--- config.mk ---
export PLATFORM = sky130hd
export DESIGN_NAME = synverll_sdiv_arb_flat
export DESIGN_NICKNAME = d
export VERILOG_FILES = /design/src/rtl/synverll_sdiv_arb_pkg.sv /design/src/rtl/synverll_sdiv_arb_if.sv /design/src/rtl/synverll_sdiv_arb_rr.sv /design/src/rtl/synverll_sdiv_arb.sv /design/src/flat_wrapper.sv
export SDC_FILE = /design/constraint.sdc
export NUM_CORES = 1
export LEC_CHECK = 0
export ABC_CLOCK_PERIOD_IN_PS = 4000
export CORE_AREA = 2 2 154 156
export CTS_CLUSTER_SIZE = 20
export DETAILED_ROUTE_END_ITERATION = 10
export DIE_AREA = 0 0 156 158
export GPL_TIMING_DRIVEN = 0
export PLACE_DENSITY_LB_ADDON = 0.1
export SLEW_MARGIN = 20
export SYNTH_ARGS = -nofsm -noshare
export SYNTH_HDL_FRONTEND = slang
export SYNTH_SLANG_ARGS = --single-unit
--- constraint.sdc ---
create_clock -name system_clock -period 4 [get_ports system_clock]
set_input_delay 0.4 -clock system_clock [delete_from_list [all_inputs] [get_ports system_clock]]
set_output_delay 0.4 -clock system_clock [all_outputs]
set_load 0.01 [all_outputs]
--- src/rtl/synverll_sdiv_arb_pkg.sv ---
// Shared constants and tag type for the signed-divide arbiter slice.
// Supports the optional SDIV_ARB_TAG_CHECK_EN build in the top and interface.
package synverll_sdiv_arb_pkg;

  localparam int SDIV_LATENCY = 34;
  localparam int SDIV_W       = 32;
  localparam int SDIV_NUM_REQ = 4;

  // Tag id is sized for the 16-requester maximum so one struct serves every build.
  localparam int SDIV_TAG_IDW = 4;

  typedef struct packed {
    logic                    valid;
    logic [SDIV_TAG_IDW-1:0] id;
  } tag_t;

  // Single-step modulo for values known to be below 2*n.
  function automatic int wrap_idx(input int a, input int n);
    return (a >= n) ? a - n : a;
  endfunction

endpackage

--- src/rtl/synverll_sdiv_arb_if.sv ---
// Requester and divider-side signals of the divide arbiter.
// SDIV_ARB_TAG_CHECK_EN adds the sticky tag_err output.
interface synverll_sdiv_arb_if
  import synverll_sdiv_arb_pkg::*;
#(
  parameter int NUM_REQ = SDIV_NUM_REQ
);

  logic [NUM_REQ-1:0]             req;
  logic [NUM_REQ-1:0]             ready;
  logic [NUM_REQ-1:0]             done;
  logic [NUM_REQ-1:0][SDIV_W-1:0] args_0;
  logic [NUM_REQ-1:0][SDIV_W-1:0] args_1;
  logic [SDIV_W-1:0]              result;
  logic                           busy;
  logic                           div_req;
  logic [SDIV_W-1:0]              div_args_0;
  logic [SDIV_W-1:0]              div_args_1;
  logic                           div_done;
  logic [SDIV_W-1:0]              div_result;
`ifdef SDIV_ARB_TAG_CHECK_EN
  logic                           tag_err;

  modport slave (
    input  req, args_0, args_1, div_done, div_result,
    output ready, done, result, busy, div_req, div_args_0, div_args_1, tag_err
  );
  modport master (
    output req, args_0, args_1, div_done, div_result,
    input  ready, done, result, busy, div_req, div_args_0, div_args_1, tag_err
  );
`else
  modport slave (
    input  req, args_0, args_1, div_done, div_result,
    output ready, done, result, busy, div_req, div_args_0, div_args_1
  );
  modport master (
    output req, args_0, args_1, div_done, div_result,
    input  ready, done, result, busy, div_req, div_args_0, div_args_1
  );
`endif

endinterface

--- src/rtl/synverll_sdiv_arb_rr.sv ---
// Combinational round-robin picker: first asserted req at or after ptr, wrapping at NUM_REQ.
module synverll_sdiv_arb_rr
  import synverll_sdiv_arb_pkg::*;
#(
  parameter int NUM_REQ = SDIV_NUM_REQ,
  parameter int IDW     = 2
) (
  input  logic [NUM_REQ-1:0] req,
  input  logic [IDW-1:0]     ptr,
  output logic [NUM_REQ-1:0] grant,
  output logic [IDW-1:0]     winner,
  output logic               any
);

  logic [IDW-1:0] cand;

  // Scan from the farthest offset back to ptr so the nearest requester is written last.
  always_comb begin
    grant  = '0;
    winner = '0;
    any    = 1'b0;
    cand   = '0;
    for (int off = NUM_REQ - 1; off >= 0; off--) begin
      cand = IDW'(wrap_idx(int'(ptr) + off, NUM_REQ));
      if (req[cand]) begin
        grant       = '0;
        grant[cand] = 1'b1;
        winner      = cand;
        any         = 1'b1;
      end
    end
  end

endmodule

--- src/rtl/synverll_sdiv_arb.sv ---
// Round-robin arbiter sharing one pipelined 32x32 signed divider among NUM_REQ requesters.
// Optional SDIV_ARB_TAG_CHECK_EN: sticky tag_err when div_done disagrees with the tag pipe.
module synverll_sdiv_arb
  import synverll_sdiv_arb_pkg::*;
#(
  parameter int NUM_REQ = SDIV_NUM_REQ,
  parameter int LATENCY = SDIV_LATENCY
) (
  input  logic                system_clock,
  input  logic                system_reset,
  synverll_sdiv_arb_if.slave  bus
);

  localparam int IDW = (NUM_REQ > 1) ? $clog2(NUM_REQ) : 1;

  logic [IDW-1:0]     ptr;
  logic [IDW-1:0]     winner;
  logic [NUM_REQ-1:0] grant;
  logic               any;
  logic [SDIV_W-1:0]  mux_a0;
  logic [SDIV_W-1:0]  mux_a1;
  logic [NUM_REQ-1:0] done_w;
  logic               busy_w;
  tag_t               tag_pipe [LATENCY];
  tag_t               last;

  synverll_sdiv_arb_rr #(
    .NUM_REQ (NUM_REQ),
    .IDW     (IDW)
  ) u_rr (
    .req    (bus.req),
    .ptr    (ptr),
    .grant  (grant),
    .winner (winner),
    .any    (any)
  );

  // One-hot AND-OR mux; zero operands when nothing is granted.
  always_comb begin
    mux_a0 = '0;
    mux_a1 = '0;
    for (int i = 0; i < NUM_REQ; i++) begin
      mux_a0 |= bus.args_0[i] & {SDIV_W{grant[i]}};
      mux_a1 |= bus.args_1[i] & {SDIV_W{grant[i]}};
    end
  end

  always_ff @(posedge system_clock) begin
    if (system_reset)
      ptr <= '0;
    else if (any)
      ptr <= IDW'(wrap_idx(int'(winner) + 1, NUM_REQ));
  end

  // Ownership rides alongside the divider; the last stage lines up with div_done.
  always_ff @(posedge system_clock) begin
    if (system_reset) begin
      for (int s = 0; s < LATENCY; s++)
        tag_pipe[s] <= '0;
    end else begin
      tag_pipe[0] <= '{valid: any, id: SDIV_TAG_IDW'(winner)};
      for (int s = 1; s < LATENCY; s++)
        tag_pipe[s] <= tag_pipe[s-1];
    end
  end

  assign last = tag_pipe[LATENCY-1];

  always_comb begin
    done_w = NUM_REQ'(last.valid) << last.id;
    busy_w = 1'b0;
    for (int s = 0; s < LATENCY; s++)
      busy_w |= tag_pipe[s].valid;
  end

  assign bus.ready      = grant;
  assign bus.div_req    = any;
  assign bus.div_args_0 = mux_a0;
  assign bus.div_args_1 = mux_a1;
  assign bus.done       = done_w;
  assign bus.result     = bus.div_result;
  assign bus.busy       = busy_w;

`ifdef SDIV_ARB_TAG_CHECK_EN
  logic tag_err_q;

  always_ff @(posedge system_clock) begin
    if (system_reset)
      tag_err_q <= 1'b0;
    else if (bus.div_done != last.valid)
      tag_err_q <= 1'b1;
  end

  assign bus.tag_err = tag_err_q;
`else
  // Completion is taken from the tag pipe alone in this build.
  logic unused_div_done;
  assign unused_div_done = bus.div_done;
`endif

endmodule

--- src/flat_wrapper.sv ---
// flat-port wrapper written by rule: the top's interface ports become plain ports
module synverll_sdiv_arb_flat import synverll_sdiv_arb_pkg::*;
#(
  parameter int NUM_REQ = SDIV_NUM_REQ,
  parameter int LATENCY = SDIV_LATENCY
)
  (system_clock, system_reset, bus_req, bus_args_0, bus_args_1, bus_div_done, bus_div_result, bus_ready, bus_done, bus_result, bus_busy, bus_div_req, bus_div_args_0, bus_div_args_1);
  synverll_sdiv_arb_if #(.NUM_REQ(NUM_REQ)) bus_i ();
  input  logic system_clock;
  input  logic system_reset;
  input wire logic [$bits(bus_i.req)-1:0] bus_req;
  input wire logic [$bits(bus_i.args_0)-1:0] bus_args_0;
  input wire logic [$bits(bus_i.args_1)-1:0] bus_args_1;
  input wire logic [$bits(bus_i.div_done)-1:0] bus_div_done;
  input wire logic [$bits(bus_i.div_result)-1:0] bus_div_result;
  output wire logic [$bits(bus_i.ready)-1:0] bus_ready;
  output wire logic [$bits(bus_i.done)-1:0] bus_done;
  output wire logic [$bits(bus_i.result)-1:0] bus_result;
  output wire logic [$bits(bus_i.busy)-1:0] bus_busy;
  output wire logic [$bits(bus_i.div_req)-1:0] bus_div_req;
  output wire logic [$bits(bus_i.div_args_0)-1:0] bus_div_args_0;
  output wire logic [$bits(bus_i.div_args_1)-1:0] bus_div_args_1;
  assign bus_i.req = bus_req;
  assign bus_i.args_0 = bus_args_0;
  assign bus_i.args_1 = bus_args_1;
  assign bus_i.div_done = bus_div_done;
  assign bus_i.div_result = bus_div_result;
  assign bus_ready = bus_i.ready;
  assign bus_done = bus_i.done;
  assign bus_result = bus_i.result;
  assign bus_busy = bus_i.busy;
  assign bus_div_req = bus_i.div_req;
  assign bus_div_args_0 = bus_i.div_args_0;
  assign bus_div_args_1 = bus_i.div_args_1;
  synverll_sdiv_arb #(.NUM_REQ(NUM_REQ), .LATENCY(LATENCY)) u_core (.system_clock(system_clock), .system_reset(system_reset), .bus(bus_i));
endmodule
==> results.cfg <==
[run_status]
outcome = complete, no violations

[global_route]
grt_first_pass_wirelength_mm = 34.67
antenna_found_initial = 1
gr-total-overflow = 0
grt_max_degree = 19
first_global_vias = 5532
grt_use_total = 0.1914

[synthesis]
synth_compound_area_frac = 0.2693
synth_top_family_by_area = compound AO/OA/AOI/OAI gates
yosys.area.top_type = dfxtp_1
yosys.area_share.adder = 0.009845
synth_xor_area_frac = 0
yosysSeqAreaShare = 0.4095
synth_nets = 810
ys_top_cells_by_area = dfxtp_1, a221o_1, nor2b_1
synthCells = 511
avgSynthCellArea_um2 = 9.948
yosys.cell_types.count = 42
synth-seq-cells = 104
syn_area_um2 = 5084
ys_async_sr_fraction = 0
synthMuxAreaShare = 0.02683
synth_top_area_share = 0.4095
yosys_warnings = 0
synth_edf_count = 0
synth_ff_type = dfxtp_1
yosys.area_share.simple = 0.1836

[critical_path]
critical_path.max_fanout = 10
worstSetupStartpointType = flip-flop
cp.arrival_ps = 3480
cp.required_ps = 3600
cp-end-kind = output pin
ff2ff_setup_slack_ps = 1950
worstReg2RegStart = u_core.ptr[0]
crit_type = reg -> out
startpoint = u_core.ptr[0]

[floorplanning]
core_area_um2 = 23050
die_area_um2 = 24650
dieWidth_um = 156
row_count = 56
io_pins = 401
die_h_um = 158
start_util = 0.2205

[timing]
tightestPinTransition_ps = 489.9
maxSlewHeadroom = 0.6734
min_period_ps = 3877
post-route-period-util = 0.9694
finalHoldViolCount = 0
whs_ps = 423.5
skew_ps = 7.626
slew_violations = 0
fmax_mhz = 257.9
setup_viol = 0

[power_and_ir_drop]
swShare = 0.4169
pwr-share-clk = 0.127
intPower_uw = 3803
combPwrFrac = 0.706
p_switching_uw = 2719
p_per_area_nw_per_um2 = 680.8
ir_drop_uv = 333.1
seqPwrFrac = 0.167
p_leak_uw = 0.003924
power.total_uw = 6523

[route]
wl_per_cell_um = 20.99
routed_via_density = 4.545
ant_nets = 0
drc_errors = 0
firstDrtPassIters = 4
drt-initial-drc-count = 237
drt-total-wl_mm = 25.34
num_vias = 5486

[layout]
finalCoreUtilization = 0.4156
register_area_um2 = 2090
final_area_um2 = 9580
final_cell_mix = clkdlybuf4s50_1, nor2b_1, dfxtp_1
mostFrequentLayoutCell = clkdlybuf4s50_1
nFillCells = 2368
antennaDiodeCount = 0
nets = 1211
area_growth_pct = 88.46
layout-drive-gt1-share = 0.1614
stdcell_count = 1207
multiInputGateArea_um2 = 2509

[clock_tree]
cts-root-buf = clkbuf_16
cts_tree = yes
clk_pin_slew_ps = 70
clock_latency_ps = 340
clock_sinks = 104
htree_levels = 3
clock_path_buffers = 2
cts_buffers = 9

[placement]
portBuffers = 364
gp_congestion = 0.8061
dpl_cell_area_um2 = 9090
hpwl_mm = 20.49
place_inst = 1165

[min_path]
hp-class = in -> reg
hp-start = system_reset

[job]
drv_cap = 0
==> power by group through the flow <==
stage	Sequential [uW]	Combinational (uW)	Clock (uW)
global route	1090	4960	902
detailed placement	1100	4620	0
CTS	1080	4650	860
finish	1090	4610	828
global placement	1100	4670	0
floorplan	1090	2250	0
==> cell usage after synthesis, types with 2 or more instances <==
library cell	count
and3_1	3
nor3_1	2
dfxtp_1	104
buf_6	7
buf_4	32
o211ai_1	5
clkbuf_1	19
a22o_1	64
buf_2	20
mux2_4	2
o21ai_0	2
nand3_1	6
a21oi_1	4
ha_1	4
nor2_1	13
nand4_1	3
mux2i_1	5
nand2b_1	2
nand2_1	10
nor4_1	9
inv_1	4
a221o_1	65
nor2b_1	102
a211oi_1	3
nand3b_1	2
or3b_2	2
buf_1	2
==> per-stage QoR <==
step	worst slack [ps]	TNS [ps]
after CTS	1.089	0
final	122.5	0
after detailed placement	-790.2	-23480
after global placement	-875.1	-27830
after global routing	-37.51	-295.1
after floorplan	822.9	0
==> layer usage <==
layer / GRT usage / vias to the layer above / part of all wire
met3: 0.08130 / 24 / 0.10
li1: - / 2687 / -
met5: 0 / - / 0
met2: 0.3359 / 232 / 0.50
met4: 0.04063 / 0 / 0.016
met1: 0.2173 / 2543 / 0.38
==> critical path, stage by stage, from the launching register on <==
cell           delay (ps)
dfxtp_4               400
buf_8                 120
clkinvlp_4            110
ha_4                  290
mux4_2                560
buf_4                 170
nand2_1                60
o311ai_1              100
a21oi_1               190
nor2_2                 90
buf_6                 140
buf_4                 140
buf_6                 130
a221o_1               340
dlygate4sd2_1         280
==> logic make-up (layout without fill, tap and decap cells) <==
logic type | count (synthesis) | after routing
muxes | 10 | 10
adders and majority gates | 4 | 4
and+or+nand+nor | 158 | 158
AOI/OAI and AO/OA | 151 | 151
DFF | 104 | 104
buffers and inverters | 84 | 490
==> timing repair <==
item,in CTS,in global routing
pin swaps,6,0
buffers inserted,12,12
hold buffers,0,0
gates cloned,4,0
gates resized for setup,171,32
setup endpoints to repair,68,66
==> registers in the layout (all words and copies together) (netlist names) <==
signal           count
u_core.tag_pipe    102
u_core.ptr           2
==> final cells by class <==
class / count / area share
Sequential cell: 104 / 0.2181
Multi-Input combinational cell: 323 / 0.2619
Clock inverter: 6 / 0.005355
Timing Repair Buffer: 392 / 0.3855
Clock buffer: 10 / 0.02494
Inverter: 4 / 0.002351
Tap cell: 290 / 0.03787
Buffer: 78 / 0.06399
==> path summary, 6_finish.rpt <==
path,end,depth (start not counted)
max reg2reg,u_core.ptr[1],9
max,bus_div_args_1[9],14
min,u_core.tag_pipe[0][40],2
min reg2reg,u_core.tag_pipe[0][91],1
Power figures use the tool's default switching activity.
